<file path="src/rtl/ipsxe_fft_frame_chk_mc_if.sv">
// Result-stream bundle for the FFT frame checker: per-channel valid/last/index
// plus one shared sink ready.
interface ipsxe_fft_frame_chk_mc_if #(
  parameter int NUM_CH           = 2,
  parameter int MAX_LOG2_FFT_LEN = 12
);
  logic [NUM_CH-1:0]                  tvalid;
  logic                               tready;
  logic [NUM_CH-1:0]                  tlast;
  logic [NUM_CH*MAX_LOG2_FFT_LEN-1:0] tuser;

  modport master (output tvalid, output tready, output tlast, output tuser);
  modport slave  (input  tvalid, input  tready, input  tlast, input  tuser);
endinterface

</file>
<file path="src/rtl/ipsxe_fft_frame_chk_mc.sv">
// Multi-channel FFT output frame checker: verifies index order, tlast placement,
// frame count and stall stability per channel against a length/order latched at start.
module ipsxe_fft_frame_chk_mc #(
  parameter int NUM_CH           = 2,
  parameter int MAX_LOG2_FFT_LEN = 12,
  parameter int TEST_FRAME_NUM   = 10,
  parameter int TIMEOUT_WIDTH    = 24,
  parameter int ERR_CNT_WIDTH    = 16
) (
  input  logic                        i_aclk,
  input  logic                        i_areset,
  input  logic                        i_aclken,
  input  logic [4:0]                  i_cfg_log2_len,
  input  logic                        i_cfg_order,
  input  logic                        i_start_test,
  ipsxe_fft_frame_chk_mc_if.slave     axi4s_data,
  output logic                        o_chk_finished,
  output logic                        o_pass,
  output logic                        o_err,
  output logic [NUM_CH*4-1:0]         o_err_flags,
  output logic [ERR_CNT_WIDTH-1:0]    o_err_cnt
);

  localparam int W  = MAX_LOG2_FFT_LEN;
  localparam int FW = $clog2(TEST_FRAME_NUM + 1);
  localparam logic [FW-1:0] FRM_FULL = FW'(TEST_FRAME_NUM);

  localparam logic [1:0] ST_IDLE = 2'd0;
  localparam logic [1:0] ST_RUN  = 2'd1;
  localparam logic [1:0] ST_DONE = 2'd2;

  logic [1:0]               state;
  logic [4:0]               len_q;
  logic                     order_q;
  logic [TIMEOUT_WIDTH-1:0] to_cnt;
  logic [NUM_CH*4-1:0]      err_flags;
  logic [ERR_CNT_WIDTH-1:0] err_cnt;
  logic                     pass_q;
  logic [W-1:0]             data_cnt   [NUM_CH];
  logic [FW-1:0]            frm_cnt    [NUM_CH];
  logic [NUM_CH-1:0]        stall_pend;
  logic [W-1:0]             stall_user [NUM_CH];
  logic [NUM_CH-1:0]        stall_last;

  logic [W-1:0]             mask;
  logic [W-1:0]             user       [NUM_CH];
  logic [FW-1:0]            frm_nxt    [NUM_CH];
  logic [NUM_CH-1:0]        beat;
  logic [NUM_CH*4-1:0]      new_flags;
  logic [NUM_CH*4-1:0]      flags_nxt;
  logic                     chk;
  logic                     all_full;
  logic                     enter_done;
  logic                     any_ev;

  function automatic logic [W-1:0] bit_rev(input logic [W-1:0] v, input logic [4:0] len);
    logic [W-1:0] r;
    r = '0;
    for (int i = 0; i < W; i++) begin
      if (i < int'(len)) r[i] = v[int'(len) - 1 - i];
    end
    return r;
  endfunction

  function automatic logic [ERR_CNT_WIDTH-1:0] sat_inc(input logic [ERR_CNT_WIDTH-1:0] v);
    return (&v) ? v : v + ERR_CNT_WIDTH'(1);
  endfunction

  assign mask = W'((32'd1 << len_q) - 32'd1);

  // Per-channel event detection for the current cycle
  always_comb begin
    chk        = (state == ST_RUN) && !i_start_test;
    all_full   = 1'b1;
    for (int c = 0; c < NUM_CH; c++) all_full = all_full & (frm_cnt[c] == FRM_FULL);
    enter_done = chk && (all_full || (&to_cnt));
    beat       = '0;
    new_flags  = '0;
    for (int c = 0; c < NUM_CH; c++) begin
      logic [W-1:0] exp_idx;
      logic         ev_idx, ev_last, ev_frm, ev_stall;
      user[c]    = axi4s_data.tuser[c*W +: W];
      beat[c]    = chk && axi4s_data.tvalid[c] && axi4s_data.tready;
      exp_idx    = order_q ? data_cnt[c] : bit_rev(data_cnt[c], len_q);
      ev_idx     = beat[c] && (((user[c] & mask) != exp_idx) || ((user[c] & ~mask) != '0));
      ev_last    = beat[c] && (axi4s_data.tlast[c] != (data_cnt[c] == mask));
      frm_nxt[c] = (beat[c] && axi4s_data.tlast[c] && (frm_cnt[c] != FRM_FULL))
                   ? frm_cnt[c] + FW'(1) : frm_cnt[c];
      // A short channel at test end counts as a frame error on that same edge
      ev_frm     = (beat[c] && (frm_cnt[c] == FRM_FULL)) ||
                   (enter_done && (frm_nxt[c] != FRM_FULL));
      ev_stall   = chk && stall_pend[c] &&
                   (!axi4s_data.tvalid[c] || (user[c] != stall_user[c]) ||
                    (axi4s_data.tlast[c] != stall_last[c]));
      new_flags[4*c +: 4] = {ev_stall, ev_frm, ev_last, ev_idx};
    end
    flags_nxt = err_flags | new_flags;
    any_ev    = |new_flags;
  end

  // Control and counter state
  always_ff @(posedge i_aclk) begin
    if (i_areset) begin
      state      <= ST_IDLE;
      len_q      <= '0;
      order_q    <= 1'b0;
      to_cnt     <= '0;
      err_flags  <= '0;
      err_cnt    <= '0;
      pass_q     <= 1'b0;
      stall_pend <= '0;
      stall_last <= '0;
      for (int c = 0; c < NUM_CH; c++) begin
        data_cnt[c]   <= '0;
        frm_cnt[c]    <= '0;
        stall_user[c] <= '0;
      end
    end else if (i_aclken) begin
      if (i_start_test) begin
        state      <= ST_RUN;
        len_q      <= i_cfg_log2_len;
        order_q    <= i_cfg_order;
        to_cnt     <= TIMEOUT_WIDTH'(1);
        err_flags  <= '0;
        err_cnt    <= '0;
        pass_q     <= 1'b0;
        stall_pend <= '0;
        for (int c = 0; c < NUM_CH; c++) begin
          data_cnt[c] <= '0;
          frm_cnt[c]  <= '0;
        end
      end else if (state == ST_RUN) begin
        to_cnt    <= to_cnt + TIMEOUT_WIDTH'(1);
        err_flags <= flags_nxt;
        if (any_ev) err_cnt <= sat_inc(err_cnt);
        for (int c = 0; c < NUM_CH; c++) begin
          if (beat[c]) data_cnt[c] <= (data_cnt[c] == mask) ? '0 : data_cnt[c] + W'(1);
          frm_cnt[c]    <= frm_nxt[c];
          stall_pend[c] <= axi4s_data.tvalid[c] & ~axi4s_data.tready;
          stall_user[c] <= user[c];
          stall_last[c] <= axi4s_data.tlast[c];
        end
        if (enter_done) begin
          state  <= ST_DONE;
          pass_q <= (flags_nxt == '0);
        end
      end
    end
  end

  assign o_chk_finished = (state != ST_RUN);
  assign o_pass         = pass_q;
  assign o_err          = |err_flags;
  assign o_err_flags    = err_flags;
  assign o_err_cnt      = err_cnt;

endmodule

</file>
<file path="src/flat_wrapper.sv">
// flat-port wrapper written by rule: the top's interface ports become plain ports
module ipsxe_fft_frame_chk_mc_flat 
#(
  parameter int NUM_CH           = 2,
  parameter int MAX_LOG2_FFT_LEN = 12,
  parameter int TEST_FRAME_NUM   = 10,
  parameter int TIMEOUT_WIDTH    = 24,
  parameter int ERR_CNT_WIDTH    = 16
)
  (i_aclk, i_areset, i_aclken, i_cfg_log2_len, i_cfg_order, i_start_test, o_chk_finished, o_pass, o_err, o_err_flags, o_err_cnt, axi4s_data_tvalid, axi4s_data_tready, axi4s_data_tlast, axi4s_data_tuser);
  ipsxe_fft_frame_chk_mc_if #(.NUM_CH(NUM_CH), .MAX_LOG2_FFT_LEN(MAX_LOG2_FFT_LEN)) axi4s_data_i ();
  input  logic i_aclk;
  input  logic i_areset;
  input  logic i_aclken;
  input  logic [4:0] i_cfg_log2_len;
  input  logic i_cfg_order;
  input  logic i_start_test;
  output logic o_chk_finished;
  output logic o_pass;
  output logic o_err;
  output logic [NUM_CH*4-1:0] o_err_flags;
  output logic [ERR_CNT_WIDTH-1:0] o_err_cnt;
  input wire logic [$bits(axi4s_data_i.tvalid)-1:0] axi4s_data_tvalid;
  input wire logic [$bits(axi4s_data_i.tready)-1:0] axi4s_data_tready;
  input wire logic [$bits(axi4s_data_i.tlast)-1:0] axi4s_data_tlast;
  input wire logic [$bits(axi4s_data_i.tuser)-1:0] axi4s_data_tuser;
  assign axi4s_data_i.tvalid = axi4s_data_tvalid;
  assign axi4s_data_i.tready = axi4s_data_tready;
  assign axi4s_data_i.tlast = axi4s_data_tlast;
  assign axi4s_data_i.tuser = axi4s_data_tuser;
  ipsxe_fft_frame_chk_mc #(.NUM_CH(NUM_CH), .MAX_LOG2_FFT_LEN(MAX_LOG2_FFT_LEN), .TEST_FRAME_NUM(TEST_FRAME_NUM), .TIMEOUT_WIDTH(TIMEOUT_WIDTH), .ERR_CNT_WIDTH(ERR_CNT_WIDTH)) u_core (.i_aclk(i_aclk), .i_areset(i_areset), .i_aclken(i_aclken), .i_cfg_log2_len(i_cfg_log2_len), .i_cfg_order(i_cfg_order), .i_start_test(i_start_test), .axi4s_data(axi4s_data_i), .o_chk_finished(o_chk_finished), .o_pass(o_pass), .o_err(o_err), .o_err_flags(o_err_flags), .o_err_cnt(o_err_cnt));
endmodule
</file>
<file path="config.mk">
export PLATFORM = sky130hd
export DESIGN_NAME = ipsxe_fft_frame_chk_mc_flat
export DESIGN_NICKNAME = d
export VERILOG_FILES = /design/src/rtl/ipsxe_fft_frame_chk_mc_if.sv /design/src/rtl/ipsxe_fft_frame_chk_mc.sv /design/src/flat_wrapper.sv
export SDC_FILE = /design/constraint.sdc
export NUM_CORES = 1
export LEC_CHECK = 0
export CAP_MARGIN = 5
export CORE_MARGIN = 5
export CORE_UTILIZATION = 55
export DETAILED_ROUTE_END_ITERATION = 6
export PLACE_DENSITY = 0.73
export SETUP_SLACK_MARGIN = 0.1
export SYNTH_ARGS = -nofsm -noshare
export SYNTH_HDL_FRONTEND = slang
export SYNTH_SLANG_ARGS = --single-unit
</file>
<file path="constraint.sdc">
create_clock -name i_aclk -period 8.5 [get_ports i_aclk]
set_input_delay 1.7 -clock i_aclk [delete_from_list [all_inputs] [get_ports i_aclk]]
set_output_delay 1.7 -clock i_aclk [all_outputs]
set_load 0.005 [all_outputs]
</file>
==> metrics.csv, run 1 <==
metric,value,unit
outcome,"complete, no violations",
"critical path, cell by cell","buf_4, nor3_2, nand2_1, ha_1, nor3b_1, o21ai_0, a22oi_1, nand2_1, xor2_1, a2111oi_0, a31oi_1, a211oi_2, nor3_1, a2111oi_0",
CP Class,register to register,
"area leader, netlist",edfxtp_1,
Area contributors post-synth,"edfxtp_1 17%, dfxtp_1 12%, xnor2_1 5.3%",
slowest CP cell,a2111oi_0,
drt first pass iters,6,
Synth top cells by count,"140 x nand2_1, 102 x nor2_1, 81 x o21ai_0",
I/O pins,66,
Final Max Slew Viols,0,
number of global-route vias before repair,9508,
complex-gate fraction of the synthesized area,21.1,%
multi-input combinational cell area,6760,um2
Simple-Gate Fraction of Synth Area,25.6,%
critical path endpoint category,register,
clock sink total,117,
dpl hpwl,24300,um
Worst Hold Class,register to register,
RSZ-0062 raised after global routing,no,
FP Rows,49,
Post-Synth Adder-Cell Area,2.46,%
post-route ant nets,0,
# DRC,0,
root buffer cell,clkbuf_16,
post-synth top area share,16.5,%
dominant register cell in the synthesized netlist,dfxtp_1,
sequential area share after synthesis,28.5,%
clk_lat worst skew,0.42,ns
Post-CTS Hold Buffers,0,
post-synthesis mux area share,7.86,%
arrival time at the worst endpoint,6.66,ns
Mapped Cells,1253,
initial antenna violation count,0,
largest net degree at the start of global routing,49,
maximum VDD drop,0.143,mV
global-route wire length before repair,53400,um
CTS tree,yes,
H-tree depth,4,
Unique masters post-synth,87,
DRT Wirelength,34300,um
Die Height,146,um
register bit count reported by yosys,117,
Max-slew headroom,23.5,%
number of vias per cell,6.79,
per-cell routed wire length,22.8,um
Placer Congestion,1.03,
main combinational cell family by area after synthesis,simple AND/OR/NAND/NOR gates,
fin crit share,74.8,%
worst-path maximum fanout,28,
Final Hold Slack,0.477,ns
die span in x,146,um
Iter 0 DRT Violations,1116,
final hold vios,0,
Setup Buffers After CTS,0,
Worst Skew,0.0118,ns
crit-path max cell delay,0.95,ns
gr ovfl total,0,
Post-synth EDFFs,56,
minimum clock period,6.36,ns
cell area after synthesis,10200,um2
Die ar.,21300,um2
Antenna Cells,0,
Core Box Area,18100,um2
layout cells sized above 1,7.90,%
CP Launch Type,register,
post-CTS sizing,0,
FF/Latch Area,2910,um2
fraction of registers with async set or reset after synthesis,0,%
I/O Buffers,65,
Area growth syn-to-layout,12.4,%
Yosys Warn Count,0,
setup TNS,0,ns
Layout Nets,1324,
pwr dens,159,nW/um2
all-layer global routing usage,31.3,%
Post-Syn Nets,1312,
Achievable Freq,157,MHz
CTS Buffer Depth,2,
Syn Area/Cell,8.12,um2
Worst Path Required,8.80,ns
Fill cells,1555,
MaxCap Viol Count,0,
via count,10200,
setup violators final,0,
Leakage,4.02,nW
"CTS clk-pin slew, worst paths",0.06,ns
Starting Density,56.2,%
TritonCTS buffer count,17,
Post-Synth XOR/XNOR Area,9.42,%
most frequent cell after synthesis,nand2_1,
Tot Pwr,1.81,mW
worst slew pin tran,1.12,ns
critical path: cells and delay by family, from the launching register on:
family | cells | cell delay [ns]
and+or+nand+nor | 5 | 1.17
AOI/OAI and AO/OA | 6 | 3.23
DFF | 1 | 0.69
buffers and inverters | 1 | 0.43
xor gates and xnor gates | 1 | 0.19
adders and majority gates | 1 | 0.51
per-layer routing:
layer,vias to the layer above,global-route usage (%),share of wire [%]
li1,4673,-,-
met1,4782,42.0,40
met2,647,49.0,44
met3,133,6.91,11
met4,0,13.3,5.1
met5,-,0,0
logic make-up after synthesis:
| kind of cell | after synthesis |
|---|---|
| adders and majority gates | 20 |
| buffers and inverters | 123 |
| DFF | 117 |
| muxes | 61 |
| and+or+nand+nor | 511 |
| AOI/OAI and AO/OA | 317 |
| xor gates and xnor gates | 104 |
flip-flops by register name, indices dropped and copies added, names as in the netlist:
name	cells
u_core.o_pass	1
u_core.to_cnt	24
u_core.stall_pend	2
u_core.state	2
u_core.o_err_flags	8
u_core.order_q	1
u_core.o_err_cnt	16
u_core.data_cnt	24
u_core.frm_cnt	8
u_core.stall_user	24
u_core.len_q	5
u_core.stall_last	2
report_power, final:
group	internal [mW]	switching, mW	total (mW)	leakage, nW
logic	0.174	0.281	0.455	2.64
clock network	0.430	0.288	0.718	0.287
registers	0.607	0.0340	0.641	1.09
layout make-up:
type | count | share of cell area [%]
multi-input combinational | 1013 | 59.1
clock buffer | 19 | 4.06
clock inverter | 13 | 1.06
timing repair buffer | 79 | 6.61
inverter | 37 | 1.22
tap | 229 | 2.51
sequential | 117 | 25.4
path summary, 6_finish.rpt:
| check | from | to | slack (ns) | depth (start not counted) |
|---|---|---|---|---|
| worst max-delay path | u_core.len_q[2] | u_core.o_err_cnt[6] | 2.14 | 14 |
| worst min-delay path | u_core.stall_last[1] | u_core.stall_last[1] | 0.48 | 2 |
| worst max register to register | u_core.len_q[2] | u_core.o_err_cnt[6] | 2.14 | 14 |
| worst min register to register | u_core.stall_last[1] | u_core.stall_last[1] | 0.48 | 2 |
cell usage in the layout (no fill, tap or decap), drive strengths merged, types with 9 or more instances in the layout:
cell / n
nor4: 15
ha: 20
o21a: 13
mux4: 13
mux2: 21
clkdlybuf4s50: 65
nor2: 102
nor3b: 12
nor2b: 9
nor3: 22
edfxtp: 56
o31ai: 18
o211ai: 16
dfxtp: 61
mux2i: 27
nand2b: 9
a31oi: 19
clkinv: 12
a21oi: 54
o21ai: 84
and2: 35
clkbuf: 19
nand4: 27
buf: 14
nand2: 140
a211oi: 13
inv: 36
and3: 34
nand3: 59
xnor2: 62
xor2: 41
stage by stage:
stage	instances	setup slack, ns	instance area, um2	util (%)
global route	1507	1.80	11400	63.2
detailed placement	1475	2.47	10800	60.0
CTS	1507	2.44	11400	63.2
global placement	1475	2.65	10800	60.0
finish	1507	2.14	11400	63.2
floorplan	1253	3.02	10200	-
No activity file was read; power rests on OpenSTA's default activity.
==> run 2, diff against run 1 <==
==> constraint.sdc (replaced) <==
create_clock -name i_aclk -period 6.15 [get_ports i_aclk]
set_input_delay 1.23 -clock i_aclk [delete_from_list [all_inputs] [get_ports i_aclk]]
set_output_delay 1.23 -clock i_aclk [all_outputs]
set_load 0.005 [all_outputs]
==> metrics.csv, run 2 (synthesized netlist as in run 1, its figures left out) <==
metric,value,unit,change
I/O pins,66,,unchanged
number of global-route vias before repair,9412,,"was 9,508"
MaxCap Viol Count,0,,unchanged
"commonest non-fill, non-tap cell in the layout",nand2_1,,unchanged
Final Max Slew Viols,0,,unchanged
H-tree depth,4,,unchanged
post-CTS sizing,0,,unchanged
outcome,"complete, no violations",,unchanged
clk_lat worst skew,0.44,ns,was 0.42 ns
Worst Skew,0.0160,ns,was 0.0118 ns
Max-slew headroom,21.5,%,was 23.5%
all-layer global routing usage,31.4,%,was 31.3%
Core Box Area,18100,um2,unchanged
Clk pwr share,39.9,%,was 39.6%
"critical path, cell by cell","buf_4, ha_1, nor4_1, nor3_1, a221o_1, a2111oi_0, nand4b_1, a2111oi_0, nand4b_1, or4_4, a211o_1, a41o_1, a311oi_1",,"was buf_4, nor3_2, nand2_1, ha_1, nor3b_1, o21ai_0, a22oi_1, nand2_1, xor2_1, a2111oi_0, a31oi_1, a211oi_2, nor3_1, a2111oi_0"
crit-path max cell delay,0.81,ns,was 0.95 ns
worst slew pin tran,1.17,ns,was 1.12 ns
Die ar.,21300,um2,unchanged
CP Class,register to register,,unchanged
"commonest non-fill, non-tap cells in the layout","140 x nand2_1, 101 x nor2_1, 81 x o21ai_0",,unchanged
crit path launch,u_core.len_q[0],,was u_core.len_q[2]
critical path endpoint category,register,,unchanged
Iter 0 DRT Violations,1267,,"was 1,116"
largest net degree at the start of global routing,48,,was 49
slowest CP cell,nor4_1,,was a2111oi_0
fin crit share,90.3,%,was 74.8%
gr ovfl total,0,,unchanged
Worst Path Required,6.49,ns,was 8.80 ns
clock sink total,117,,unchanged
biggest regs,"u_core.data_cnt x24, u_core.stall_user x24, u_core.to_cnt x24",,unchanged
Antenna Cells,0,,unchanged
RSZ-0062 raised after global routing,no,,unchanged
Setup Buffers After CTS,0,,unchanged
initial antenna violation count,0,,unchanged
per-cell routed wire length,22.7,um,was 22.8 um
drt first pass iters,6,,unchanged
Pint,1.69,mW,was 1.21 mW
post-route ant nets,0,,unchanged
Hold Startpoint,u_core.stall_last[1],,unchanged
minimum clock period,5.55,ns,was 6.36 ns
root buffer cell,clkbuf_16,,unchanged
FP Rows,49,,unchanged
Leakage,4.07,nW,was 4.02 nW
layout cells sized above 1,8.70,%,was 7.90%
Placer Congestion,1.02,,was 1.03
final hold vios,0,,unchanged
CP Launch Type,register,,unchanged
logic gate share of total power,25.4,%,was 25.1%
I/O Buffers,65,,unchanged
Layout Nets,1334,,"was 1,324"
die span in x,146,um,unchanged
Post-CTS Hold Buffers,0,,unchanged
worst r2r src,u_core.len_q[0],,was u_core.len_q[2]
"CTS clk-pin slew, worst paths",0.06,ns,about the same
Worst Hold Class,register to register,,unchanged
Final Hold Slack,0.465,ns,was 0.477 ns
arrival time at the worst endpoint,5.89,ns,was 6.66 ns
CTS tree,yes,,unchanged
hold path depth,2,,unchanged
Achievable Freq,180,MHz,was 157 MHz
Die Height,146,um,unchanged
part of the power in registers,34.7,%,was 35.4%
Reg2Reg Depth,13,,was 14
Starting Density,56.2,%,unchanged
Tot Pwr,2.55,mW,was 1.81 mW
setup TNS,0,ns,unchanged
worst-path maximum fanout,44,,was 28
global-route wire length before repair,53400,um,about the same
setup violators final,0,,unchanged
maximum VDD drop,0.201,mV,was 0.143 mV
DRT Wirelength,34500,um,"was 34,300 um"
CTS Buffer Depth,2,,unchanged
Switch Pwr,0.861,mW,was 0.603 mW
Switching Fraction,33.8,%,was 33.2%
# DRC,0,,unchanged
Area growth syn-to-layout,13.3,%,was 12.4%
dpl hpwl,24700,um,"was 24,300 um"
number of vias per cell,6.78,,was 6.79
TritonCTS buffer count,17,,unchanged
pwr dens,221,nW/um2,was 159 nW/um2
via count,10300,,"was 10,200"
## run 2: layer usage
| metal | GRT usage [%] | wire length (um) | up-vias | share of wire, % |
|---|---|---|---|---|
| li1 | - | - | 4707 | - |
| met1 | 42.5 | 14000 | 4845 | 41 |
| met2 | 48.4 | 15400 | 624 | 45 |
| met3 | 7.07 | 3620 | 111 | 11 |
| met4 | 13.6 | 1450 | 0 | 4.2 |
| met5 | 0 | 0 | - | 0 |
## run 2: layout make-up
class,instances,area (um2)
clock buffer,20,500
clock inverter,12,101
fill,1556,6570
inverter,37,139
multi-input combinational,1013,6760
sequential,117,2910
tap,229,287
timing repair buffer,89,831
## run 2: critical path: cells and delay by family, from the launching register on
| kind | cells | cell delay, ns |
|---|---|---|
| buffers and inverters | 1 | 0.29 |
| flip-flops | 1 | 0.32 |
| AO/OA/AOI/OAI | 6 | 2.28 |
| adder cells (fa/ha/maj) | 1 | 0.50 |
| AND/OR/NAND/NOR | 5 | 2.06 |
## run 2: final timing paths
path	to	slack, ns
setup / recovery	u_core.o_err_cnt[5]	0.60
hold / removal	u_core.stall_last[1]	0.47
setup reg to reg	u_core.o_err_cnt[5]	0.60
hold reg to reg	u_core.stall_last[1]	0.47
## run 2: through the flow
| stage | setup slack, ns | util [%] | area, um2 | cells |
|---|---|---|---|---|
| finish | 0.599 | 63.7 | 11500 | 1517 |
| global route | 0.419 | 63.7 | 11500 | 1517 |
| CTS | 0.755 | 63.7 | 11500 | 1517 |
| detailed placement | 0.786 | 60.4 | 10900 | 1485 |
| global placement | 0.762 | 60.4 | 10900 | 1485 |
| floorplan | 0.672 | - | 10200 | 1253 |
## run 2: power groups by stage
stage | Sequential (mW) | Combinational, mW | Clock [mW]
floorplan | 0.868 | 0.450 | 0
global placement | 0.897 | 0.618 | 0
detailed placement | 0.898 | 0.619 | 0
CTS | 0.881 | 0.624 | 1.02
global route | 0.886 | 0.681 | 1.06
finish | 0.884 | 0.646 | 1.02
